## config.mk

```make
export PLATFORM = sky130hd
export DESIGN_NAME = fetch_unit
export DESIGN_NICKNAME = d
export VERILOG_FILES = /design/src/rtl/fetch_unit.sv
export SDC_FILE = /design/constraint.sdc
export NUM_CORES = 1
export LEC_CHECK = 0
export CORE_ASPECT_RATIO = 1.5
export CORE_MARGIN = 3
export CORE_UTILIZATION = 45
export DETAILED_ROUTE_END_ITERATION = 16
export PLACE_DENSITY = 0.83
export SLEW_MARGIN = 20
export SYNTH_ARGS = -nofsm -noshare
export SYNTH_HDL_FRONTEND = slang
export SYNTH_SLANG_ARGS = --single-unit
```

## constraint.sdc

```tcl
create_clock -name clk -period 5.3 [get_ports clk]
set_input_delay 0.53 -clock clk [delete_from_list [all_inputs] [get_ports clk]]
set_output_delay 0.53 -clock clk [all_outputs]
set_load 0.01 [all_outputs]
```

## src/rtl/fetch_unit.sv

```systemverilog
// Instruction fetch stage: holds the program counter, presents it to the
// instruction memory and registers the returned word for decode. Handles
// stalls, taken redirects and halts in FAULT on a misaligned redirect target
// or a pc beyond the end of instruction memory.
//
// Handshake: stall=1 means decode cannot accept a new instruction this cycle,
// so pc and the if_* registers hold; if_valid=1 marks if_instr/if_pc as a real
// instruction fetched from memory (never a bubble).
module fetch_unit #(
    parameter logic [31:0] RESET_PC = 32'h00000000,
    parameter int          SIZE     = 1024,
    parameter logic [31:0] NOP      = 32'h00000013
) (
    input  logic        clk,
    input  logic        rst,
    input  logic        stall,
    input  logic        redirect_en,
    input  logic [31:0] redirect_addr,
    output logic [31:0] imem_addr,
    input  logic [31:0] imem_rd,
    output logic [31:0] if_instr,
    output logic [31:0] if_pc,
    output logic        if_valid,
    output logic        fault,
    output logic [31:0] fault_addr,
    output logic        dbg_state_o
);

    typedef enum logic {
        RUN   = 1'b0,
        FAULT = 1'b1
    } state_e;

    // Word-aligned reset pc and the memory depth as a 32-bit word index bound.
    localparam logic [31:0] RESET_PC_ALIGNED = {RESET_PC[31:2], 2'b00};
    localparam logic [31:0] SIZE_W           = 32'(SIZE);

    state_e      state_q, state_d;
    logic [31:0] pc_q, pc_d;
    logic [31:0] if_instr_q, if_instr_d;
    logic [31:0] if_pc_q, if_pc_d;
    logic        if_valid_q, if_valid_d;
    logic        fault_q, fault_d;
    logic [31:0] fault_addr_q, fault_addr_d;
    logic        pc_in_range;

    assign pc_in_range = {2'b00, pc_q[31:2]} < SIZE_W;

    // Next-state logic: FAULT hold > redirect > range check > stall > fetch.
    always_comb begin
        state_d      = state_q;
        pc_d         = pc_q;
        if_instr_d   = if_instr_q;
        if_pc_d      = if_pc_q;
        if_valid_d   = if_valid_q;
        fault_d      = fault_q;
        fault_addr_d = fault_addr_q;
        case (state_q)
            RUN: begin
                if (redirect_en) begin
                    if_valid_d = 1'b0;
                    if_instr_d = NOP;
                    if (redirect_addr[1:0] == 2'b00) begin
                        pc_d    = redirect_addr;
                        if_pc_d = 32'h0;
                    end else begin
                        // Misaligned target: pc stays where it was.
                        fault_d      = 1'b1;
                        fault_addr_d = redirect_addr;
                        state_d      = FAULT;
                    end
                end else if (!pc_in_range) begin
                    if_valid_d   = 1'b0;
                    if_instr_d   = NOP;
                    fault_d      = 1'b1;
                    fault_addr_d = pc_q;
                    state_d      = FAULT;
                end else if (!stall) begin
                    if_instr_d = imem_rd;
                    if_pc_d    = pc_q;
                    if_valid_d = 1'b1;
                    pc_d       = pc_q + 32'd4;
                end
            end
            FAULT: begin
                if_valid_d = 1'b0;
            end
            default: begin
                state_d = RUN;
            end
        endcase
    end

    // State registers with synchronous reset overriding everything.
    always_ff @(posedge clk) begin
        if (rst) begin
            state_q      <= RUN;
            pc_q         <= RESET_PC_ALIGNED;
            if_instr_q   <= NOP;
            if_pc_q      <= 32'h0;
            if_valid_q   <= 1'b0;
            fault_q      <= 1'b0;
            fault_addr_q <= 32'h0;
        end else begin
            state_q      <= state_d;
            pc_q         <= pc_d;
            if_instr_q   <= if_instr_d;
            if_pc_q      <= if_pc_d;
            if_valid_q   <= if_valid_d;
            fault_q      <= fault_d;
            fault_addr_q <= fault_addr_d;
        end
    end

    assign imem_addr   = pc_q;
    assign if_instr    = if_instr_q;
    assign if_pc       = if_pc_q;
    assign if_valid    = if_valid_q;
    assign fault       = fault_q;
    assign fault_addr  = fault_addr_q;
    assign dbg_state_o = state_q;

endmodule

```

After elaboration in Yosys (flattened, before gate mapping) --
Cells that the tools add are included. Widths: inputs -> output; s select.
Word-level totals: logic and storage cells 46, register bits 131
Operators by class: order comparisons 1, $add $sub $neg 1, bitwise gates (word level) 1, multiplexer cells 25, reduce and logical (&&, ||, !) cells 5, equality and inequality tests 6
Operator list (count):
- $mux 32 | 14
- $add 32x3->32 const B | 1
- $lt 30x11->1 const B | 1
- $mux 1 | 10
- $ne 2x1->1 const B | 2
- $ne 2x2->1 const B | 2
- $ne 4x4->1 const B | 1
- $reduce_and 4->1 | 1
- $ne 3x3->1 const B | 1
- $reduce_and 3->1 | 1
- $logic_not 2->1 | 1
- $pmux 1 s2 | 1
- $reduce_and 2->1 | 1
- $reduce_bool 2->1 | 1
- $not 1->1 | 1

Logic depth before layout (Yosys ltp) --
Gate-level depths: netlist (run 1).
word-level depth 4, depth in mapped cells 7, mapped depth without buffers 6

Worst setup path after synthesis (run 1) --
OpenSTA, ideal clock, no wires.
kind input-to-reg, from in redirect_addr[1], to reg pc_q[16], in the netlist imem_addr[16], arrival 1905 ps, cell stages on the path 7, setup slack 3263 ps, library setup time 132 ps, buffers on the path 2, required time 5168 ps, cell sequence nor3b_1 > a31oi_1 > a2111o_1 > clkbuf_1 > buf_2 > a211oi_1 > nor3_1
On the way: word-level cells in the longest chain between the ends 3
RTL lines:
- from (decl) | RTL line 18 | input logic [31:0] redirect_addr,
- $logic_not 2->1 | RTL line 63 | if (redirect_addr[1:0] == 2'b00) begin
- $ne 2x1->1 (no source line)
- $reduce_and 4->1 (no source line)
- to (signal assigned) | RTL line 106 | pc_q <= pc_d;
- to (decl) | RTL line 39 | logic [31:0] pc_q, pc_d;
No other way between the ends. A chain may end at the register's enable or synchronous reset.

Final worst setup path (run 1) --
from in redirect_en, to reg if_pc_q[13], in the netlist if_pc[13]
On the way: word-level cells in the longest chain between the ends 2
RTL lines:
- from (decl) | RTL line 17 | input logic redirect_en,
- $ne 2x1->1 (no source line) / $reduce_bool 2->1 (equally long branches)
- $reduce_and 4->1 (no source line)
- to (signal assigned) | RTL line 108 | if_pc_q <= if_pc_d;
- to (decl) | RTL line 41 | logic [31:0] if_pc_q, if_pc_d;
Parallel ways exist; a longest one is shown, timed or not.

==> flow_metrics.tcl, run 1 <==
set metrics [dict create \
    outcome "complete, no violations" \
    drive_above_1_share_pct 5.83 \
    grt_first_pass_wirelength_um 23900 \
    final_cell_mix "clkdlybuf4s50_1 (196), dfxtp_1 (131), nor2_1 (86)" \
    fin_nets 828 \
    grt_max_degree 114 \
    fillers 875 \
    antenna_found_initial 0 \
    fin_cells 919 \
    leakagePower_nw 2.76 \
    hold_path.class "flop to flop" \
    crit_required_ns 5.59 \
    grt_overflow 0 \
    rsz0062_at_grt "false" \
    r2r-start "imem_addr[16]" \
    yosysSeqAreaShare_pct 51.2 \
    grt_util_all_layers_pct 23.5 \
    ir_drop_v 0.000300 \
    cts-root-buf "clkbuf_16" \
    slew-limit-headroom_pct 34.1 \
    ys_ff_latch 131 \
    finClkSkew_ns 0.0108 \
    final_common_cell "clkdlybuf4s50_1" \
    hp-start "if_pc[6]" \
    cp-start-kind "input pin" \
    final.min_clock_period_ns 3.11 \
    grt_pass1_vias 4956 \
    final_max_slew_viol_count 0 \
    period_share_pct 58.6 \
    synth.avg_cell_area_um2 8.74 \
    fin_setup_tns_ns 0 \
    pwr_density_cell_nw_per_um2 399 \
    multi_input_area_um2 2320 \
    highest-signal-layer "met4" \
    dp_hpwl_um 10500 \
    dp_cells 887 \
    crit_fanout 94 \
    seqCellArea_um2 2620 \
    tightest_slew_ns 0.988 \
    synth-edff-count 0 \
    min_path_cells 2 \
    rrSetupSlack_ns 2.57 \
    n_antenna_cell 0 \
    dr.pass1.iters 6 \
    end_kind "flop" \
    synth_cells 586 \
    postCtsSetupBuffers 0 \
    holdBufCountCts 0 \
    power_w 0.00310 \
    fp.dieW_um 93.1 \
    holdWs_ns 0.455 \
    wirelength_um 14900 \
    worstPathArrival_ns 3.39 \
    met1_length_um 5500 \
    clock_path_buffers 2 \
    htreeDepth 4 \
    worstSkewPairLatency_ns 0.40 \
    rr_endpoint "if_pc[13]" \
    syn2layout_area_growth_pct 51.3 \
    max_freq_ghz 0.322 \
    avgViaCountPerCell 5.45 \
    avgRoutedWirePerCell_um 16.2 \
    ant_nets 0 \
    wl_met2_um 7890 \
    synth_ff_type "dfxtp_1" \
    setup_viol 0 \
    r2r_cells 6 \
    initial_core_util_pct 46.3 \
    criticalPathCategory "input pin to flop" \
    drv_cap 0 \
    synthArstFlopShare_pct 0 \
    ctsResizeCount 0 \
    gp_congestion 0.759 \
    synth_nets 655 \
    yosys_warnings 0 \
    numPortBuffers 198 \
    yosysUniqueCellTypes 39 \
    drt_drc_violations_left 0 \
    drtIter0Drc 217 \
    synth_area_um2 5120 \
    whs_endpoint "if_pc[6]" \
    cts_tree "yes" \
    ioPinCount 199 \
    cts_made_buffers 17 \
    wl_met3_um 1040 \
    pre_cts_ws_ns 1.72 \
    core_um2 11100 \
    vias 5010 \
    fin_ws_ns 2.19 \
    hold_viol 0 \
    dieArea_um2 12700 \
    cts_sinks 131 \
    clk_pin_slew_ns 0.06 \
    rows 47 \
    die_h_um 137 \
]
## worst max-delay path by stage
stage                                 from             to  slack, ns  cells past startpoint
after floorplan           redirect_addr[1]  imem_addr[16]       3.26                      7
after global placement         redirect_en       if_pc[7]       1.80                      6
after detailed placement       redirect_en       if_pc[7]       1.72                      6
after CTS                      redirect_en  imem_addr[16]       2.12                      6
after global routing           redirect_en      if_pc[13]       1.88                      7
final                          redirect_en      if_pc[13]       2.19                      7
## stage by stage
stage | util, % | area, um^2
final | 70.1 | 7750
after detailed placement | 64.6 | 7140
after CTS | 70.0 | 7740
after global routing | 70.1 | 7750
after floorplan | - | 5120
after global placement | 64.6 | 7140
## worst max-delay path, cell delays in order
cell and delay [ns]:
buf_4 0.71, nor3b_1 0.55, a31oi_1 0.17, a2111oi_4 0.34, buf_4 0.47, nor2_1 0.33, and2_1 0.26
## state kept, by name, indices dropped and copies added (netlist names)
register	flops
dbg_state_o	1
if_valid	1
fault	1
if_pc	32
fault_addr	32
if_instr	32
imem_addr	32
## Yosys cell counts (all sizes together), types with 9 or more instances
cell / n / area share [%]
a211oi: 33 / 4.8
a21oi: 51 / 5.0
a22oi: 33 / 4.8
and2: 24 / 2.9
buf: 13 / 1.2
clkbuf: 35 / 2.6
dfxtp: 131 / 51
mux2i: 19 / 3.7
nand2: 64 / 4.7
nand3: 19 / 1.9
nor2: 86 / 6.3
nor2b: 12 / 1.5
o21ai: 9 / 0.88
## logic make-up (layout without fill, tap and decap cells)
kind of cell | after synthesis | in the layout | synth area share (%)
multiplexers | 19 | 19 | 3.71
AND/OR/NAND/NOR | 235 | 235 | 21.0
XOR/XNOR | 2 | 2 | 0.342
buffers and inverters | 49 | 235 | 3.81
adder cells (fa/ha/maj) | 1 | 1 | 0.244
AO/OA/AOI/OAI | 149 | 149 | 19.6
flip-flops | 131 | 131 | 51.2
## layer usage
metal	global-route usage, %	up-vias
met1	25.9	2338
met4	10.8	0
met5	0	-
met2	41.3	221
met3	6.88	36
li1	-	2415
## area by class of cell
class / count / area share [%]
Clock buffer: 18 / 5.67
Clock inverter: 14 / 2.13
Inverter: 1 / 0.0484
Multi-Input combinational cell: 406 / 30.0
Sequential cell: 131 / 33.8
Tap cell: 147 / 2.37
Timing Repair Buffer: 202 / 25.9
## power breakdown
group	switching [W]	leakage [nW]	internal (W)
clock network	0.000448	0.291	0.000719
registers	0.0000841	1.07	0.00109
logic	0.000401	1.40	0.000350
total	0.000933	2.76	0.00216
No activity file was read; power rests on OpenSTA's default activity.
==> run 2, diff against run 1 <==
--- a/config.mk
+++ b/config.mk
@@ -7,9 +7,9 @@
 export LEC_CHECK = 0
 export CORE_ASPECT_RATIO = 1.5
 export CORE_MARGIN = 3
-export CORE_UTILIZATION = 45
+export CORE_UTILIZATION = 44
 export DETAILED_ROUTE_END_ITERATION = 16
-export PLACE_DENSITY = 0.83
+export PLACE_DENSITY = 0.82
 export SLEW_MARGIN = 20
 export SYNTH_ARGS = -nofsm -noshare
 export SYNTH_HDL_FRONTEND = slang
==> constraint.sdc (replaced) <==
create_clock -name clk -period 3.2 [get_ports clk]
set_input_delay 0.32 -clock clk [delete_from_list [all_inputs] [get_ports clk]]
set_output_delay 0.32 -clock clk [all_outputs]
set_load 0.01 [all_outputs]
==> run 2 against run 1 <==
Flip-flop and latch count is the same. Worst hold slack lost 0.017 ns. Clock skew shrank 0.0013 ns. Total power grew 62%. Setup slack lost 1.6 ns. Utilization shrank 1.2 points. Routed wire length grew 2.7%. Critical path depth shrank 1. Register-to-register slack lost 2.0 ns. Via count grew 1.1%. Largest cell class unchanged. Highest routed layer unchanged.
==> flow_metrics.tcl, run 2 (same netlist as run 1, synthesis figures left out) <==
set metrics [dict create \
    cp-start-kind "flop" \
    avgRoutedWirePerCell_um 16.6 \
    hold_viol 0 \
    final_cell_mix "clkdlybuf4s50_1 (196), dfxtp_1 (131), nor2_1 (86)" \
    dp_hpwl_um 10700 \
    holdBufCountCts 0 \
    ir_drop_v 0.000544 \
    slew-limit-headroom_pct 34.6 \
    switchingPower_w 0.00155 \
    clk_pin_slew_ns 0.06 \
    htreeDepth 4 \
    drtIter0Drc 313 \
    postCtsSetupBuffers 0 \
    dr.pass1.iters 5 \
    power_w 0.00502 \
    grt_pass1_vias 5060 \
    cts_made_buffers 17 \
    grt_first_pass_wirelength_um 24800 \
    period_share_pct 82.9 \
    vias 5067 \
    ioPinCount 199 \
    core_um2 11200 \
    ctsResizeCount 0 \
    crit_required_ns 3.51 \
    tightest_slew_ns 0.978 \
    swShare_pct 30.8 \
    drt_drc_violations_left 0 \
    final_common_cell "clkdlybuf4s50_1" \
    grt_overflow 0 \
    pre_cts_ws_ns 0.411 \
    end_kind "flop" \
    numPortBuffers 198 \
    pwr_density_cell_nw_per_um2 649 \
    final_max_slew_viol_count 0 \
    crit_fanout 41 \
    grt_max_degree 63 \
    outcome "complete, no violations" \
    cts-root-buf "clkbuf_16" \
    worstSkewPairLatency_ns 0.41 \
    die_h_um 138 \
    antenna_found_initial 0 \
    max_freq_ghz 0.377 \
    seq_power_share_pct 39.0 \
    syn2layout_area_growth_pct 51.1 \
    fin_setup_tns_ns 0 \
    fillers 899 \
    cts_tree "yes" \
    dieArea_um2 13000 \
    hold_path.class "input pin to flop" \
    finClkSkew_ns 0.00952 \
    clock_power_share_pct 36.2 \
    rsz0062_at_grt "false" \
    clock_path_buffers 2 \
    drv_cap 0 \
    ant_nets 0 \
    p_comb_share_pct 24.8 \
    avgViaCountPerCell 5.48 \
    initial_core_util_pct 45.6 \
    final.min_clock_period_ns 2.65 \
    wirelength_um 15300 \
    worstPathArrival_ns 2.96 \
    fin_ws_ns 0.547 \
    cts_sinks 131 \
    rrSetupSlack_ns 0.55 \
    fin_nets 833 \
    fp.dieW_um 94.1 \
    gp_congestion 0.797 \
    n_antenna_cell 0 \
    grt_util_all_layers_pct 23.6 \
    power.internal_w 0.00347 \
    criticalPathCategory "flop to flop" \
    setup_viol 0 \
    drive_above_1_share_pct 6.31 \
    rows 47 \
    leakagePower_nw 2.77 \
]
## run 2: cell types whose count changed in the layout (fill, tap and decap cells not counted)
cell / previous run / this run
clkbuf_8: 1 / 0
a2111o_1: 0 / 1
bufinv_16: 2 / 1
a2111o_2: 1 / 0
inv_6: 6 / 2
clkinv_2: 0 / 5
buf_6: 1 / 0
clkinv_4: 3 / 4
buf_4: 5 / 11
## run 2: area by class of cell
cell class | instances | area (um^2) | share of cell area (%)
clock buffer | 17 | 425 | 5.50
clock inverter | 15 | 134 | 1.73
inverter | 1 | 3.75 | 0.0485
multi-input combinational | 406 | 2320 | 30.0
sequential | 131 | 2620 | 33.9
tap | 147 | 184 | 2.38
timing repair buffer | 207 | 2040 | 26.4
## run 2: metrics by stage
| step | cells | hold WS (ns) | cell area, um^2 | utilization (%) |
|---|---|---|---|---|
| after floorplan | 586 | 0.436 | 5120 | - |
| after global routing | 924 | 0.454 | 7740 | 68.9 |
| after CTS | 924 | 0.409 | 7740 | 68.9 |
| after global placement | 892 | 0.440 | 7180 | 63.9 |
| final | 924 | 0.437 | 7740 | 68.9 |
| after detailed placement | 892 | 0.446 | 7180 | 63.9 |
## run 2: path summary, 6_finish.rpt
| path | start | endpoint | cells past startpoint |
|---|---|---|---|
| max | imem_addr[15] | fault_addr[22] | 6 |
| min | rst | imem_addr[13] | 2 |
| max reg2reg | imem_addr[15] | fault_addr[22] | 6 |
| min reg2reg | if_pc[8] | if_pc[8] | 2 |
## run 2: power by group through the flow
stage / Combinational (W) / Clock [W] / Sequential [W]
2_1_floorplan: 0.000581 / 0 / 0.00203
3_3_place_gp: 0.00121 / 0 / 0.00198
3_5_place_dp: 0.00125 / 0 / 0.00199
4_1_cts: 0.00125 / 0.00185 / 0.00195
5_1_grt: 0.00136 / 0.00192 / 0.00198
6_report: 0.00125 / 0.00182 / 0.00196
## run 2: per-layer routing
| layer | track usage (%) | wire (um) |
|---|---|---|
| met1 | 26.1 | 5710 |
| met2 | 39.2 | 7810 |
| met3 | 7.88 | 1070 |
| met4 | 13.2 | 718 |
| met5 | 0 | 0 |
## run 2: worst max-delay path, cell delays in order, from the launching register on
cell      delay (ns)
dfxtp_1         0.45
nor2_1          0.12
and3_1          0.26
a211oi_4        0.84
buf_4           0.51
nor2_1          0.10
a211oi_1        0.26
==> run 3, diff against run 2 <==
--- a/config.mk
+++ b/config.mk
@@ -7,9 +7,9 @@
 export LEC_CHECK = 0
 export CORE_ASPECT_RATIO = 1.5
 export CORE_MARGIN = 3
-export CORE_UTILIZATION = 44
+export CORE_UTILIZATION = 39
 export DETAILED_ROUTE_END_ITERATION = 16
-export PLACE_DENSITY = 0.82
+export PLACE_DENSITY = 0.77
 export SLEW_MARGIN = 20
 export SYNTH_ARGS = -nofsm -noshare
 export SYNTH_HDL_FRONTEND = slang
==> constraint.sdc (replaced) <==
create_clock -name clk -period 2.18 [get_ports clk]
set_input_delay 0.218 -clock clk [delete_from_list [all_inputs] [get_ports clk]]
set_output_delay 0.218 -clock clk [all_outputs]
set_load 0.01 [all_outputs]
==> run 3 against run 2 <==
Register-to-register slack lost 0.45 ns. Largest cell class unchanged. Largest power group unchanged. Critical endpoint is now imem_addr[12]. Utilization shrank 5.2 points. Flip-flop and latch count stayed put.
==> flow_metrics.tcl, run 3 (same netlist as run 1, synthesis figures left out) <==
set metrics [dict create \
    outcome "complete, no violations" \
    max_stage_delay_ns 0.40 \
    final_common_cell "clkdlybuf4s50_1" \
    core_um2 12600 \
    rr_endpoint "imem_addr[12]" \
    htreeDepth 4 \
    rrSetupSlack_ns 0.1 \
    critPathTopFamily "compound AO/OA/AOI/OAI gates" \
    ant_nets 0 \
    n_antenna_cell 0 \
    finClkSkew_ns 0.00889 \
    min_path_cells 2 \
    cp-start-kind "flop" \
    syn2layout_area_growth_pct 57.0 \
    vias 5184 \
    drtIter0Drc 215 \
    fin_nets 855 \
    ioPinCount 199 \
    slew-limit-headroom_pct 66.8 \
    antenna_found_initial 0 \
    whs_endpoint "if_instr[7]" \
    setup_viol 0 \
    grt_first_pass_wirelength_um 26500 \
    cts_tree "yes" \
    pwr_density_cell_nw_per_um2 954 \
    ir_drop_v 0.000662 \
    hold_viol 0 \
    period_share_pct 95.6 \
    clock_path_buffers 2 \
    initial_core_util_pct 40.5 \
    worstPathCellList "nor4_4 -> nand4_1 -> buf_4 -> a2111oi_4 -> buf_6 -> buf_4 -> o211ai_1 -> a21oi_1" \
    drt_drc_violations_left 0 \
    rows 50 \
    avgRoutedWirePerCell_um 16.9 \
    numPortBuffers 198 \
    grt_overflow 0 \
    hold_path.class "input pin to flop" \
    avgViaCountPerCell 5.43 \
    cts_made_buffers 17 \
    cts-root-buf "clkbuf_16" \
    fillers 1058 \
    drive_above_1_share_pct 9.26 \
    path_common_cell "buf_4" \
    fp.dieW_um 99.6 \
    holdBufCountCts 0 \
    holdWs_ns 0.248 \
    crit_fanout 8 \
    leakagePower_nw 2.92 \
    final_cell_mix "clkdlybuf4s50_1 (196), dfxtp_1 (131), nor2_1 (86)" \
    wirelength_um 16100 \
    die_h_um 146 \
    worstPathArrival_ns 2.42 \
    crit_slowest_cell "a2111oi_4" \
    max_freq_ghz 0.480 \
    grt_max_degree 57 \
    power_w 0.00767 \
    gp_congestion 0.900 \
    dieArea_um2 14600 \
    crit_cells 8 \
    crit_start "imem_addr[31]" \
    dr.pass1.iters 5 \
    drv_cap 0 \
    tightest_slew_ns 0.497 \
    criticalPathCategory "flop to flop" \
    cts_sinks 131 \
    fin_ws_ns 0.0965 \
    hp-start "rst" \
    worstSkewPairLatency_ns 0.41 \
    grt_pass1_vias 5358 \
    final_max_slew_viol_count 0 \
    grt_util_all_layers_pct 22.5 \
    final.min_clock_period_ns 2.08 \
    crit_required_ns 2.52 \
    r2r-start "imem_addr[31]" \
    end_kind "flop" \
    postLayoutCoreUtil_pct 63.6 \
    r2r_cells 8 \
    crit_buf_inv 3 \
    dp_hpwl_um 11700 \
    clk_pin_slew_ns 0.06 \
    pre_cts_ws_ns -0.199 \
]
[run 3: layout make-up]
type	count	area, um^2	area share [%]
inverter	1	3.75	0.0467
timing repair buffer	229	2290	28.5
sequential	131	2620	32.6
multi-input combinational	406	2360	29.3
clock inverter	15	145	1.80
clock buffer	17	425	5.29
tap	156	195	2.43
[run 3: worst max path at each step]
stage	end	slack, ns
finish	imem_addr[12]	0.1
global route	imem_addr[31]	-0.003
CTS	imem_addr[12]	0.0005
detailed placement	imem_addr[12]	-0.20
global placement	imem_addr[8]	-0.12
floorplan	imem_addr[16]	0.15
[run 3: worst register-to-register path: stages (launching register included)]
cell and delay, ns:
dfxtp_1 0.34, nor4_4 0.31, nand4_1 0.15, buf_4 0.18, a2111oi_4 0.40, buf_6 0.21, buf_4 0.15, o211ai_1 0.11
a21oi_1 0.16
[run 3: repair_timing]
action / CTS / global route
endpoints found under the hold margin: 0 / 0
pin swaps: 0 / 2
gates resized for setup: 2 / 5
buffers inserted: 0 / 0
setup endpoints to repair: 27 / 34
[run 3: routing by layer]
layer / part of all wire (%) / global-route usage [%] / up-vias
met5: 0 / 0 / -
met4: 4.2 / 11.3 / 0
met3: 7.1 / 7.74 / 53
met2: 51 / 38.3 / 219
met1: 38 / 24.7 / 2437
li1: - / - / 2475
[run 3: power breakdown]
part           switching, W  internal (W)
combinational       0.00103       0.00105
sequential         0.000197       0.00266
clock               0.00114       0.00160
[run 3: metrics by stage]
step                      TNS (ns)  area (um^2)  std cells
after floorplan                  0         5120        586
after global placement       -3.43         7430        923
after detailed placement     -6.67         7430        923
after CTS                        0         8010        955
after global routing      -0.00592         8040        955
final                            0         8040        955
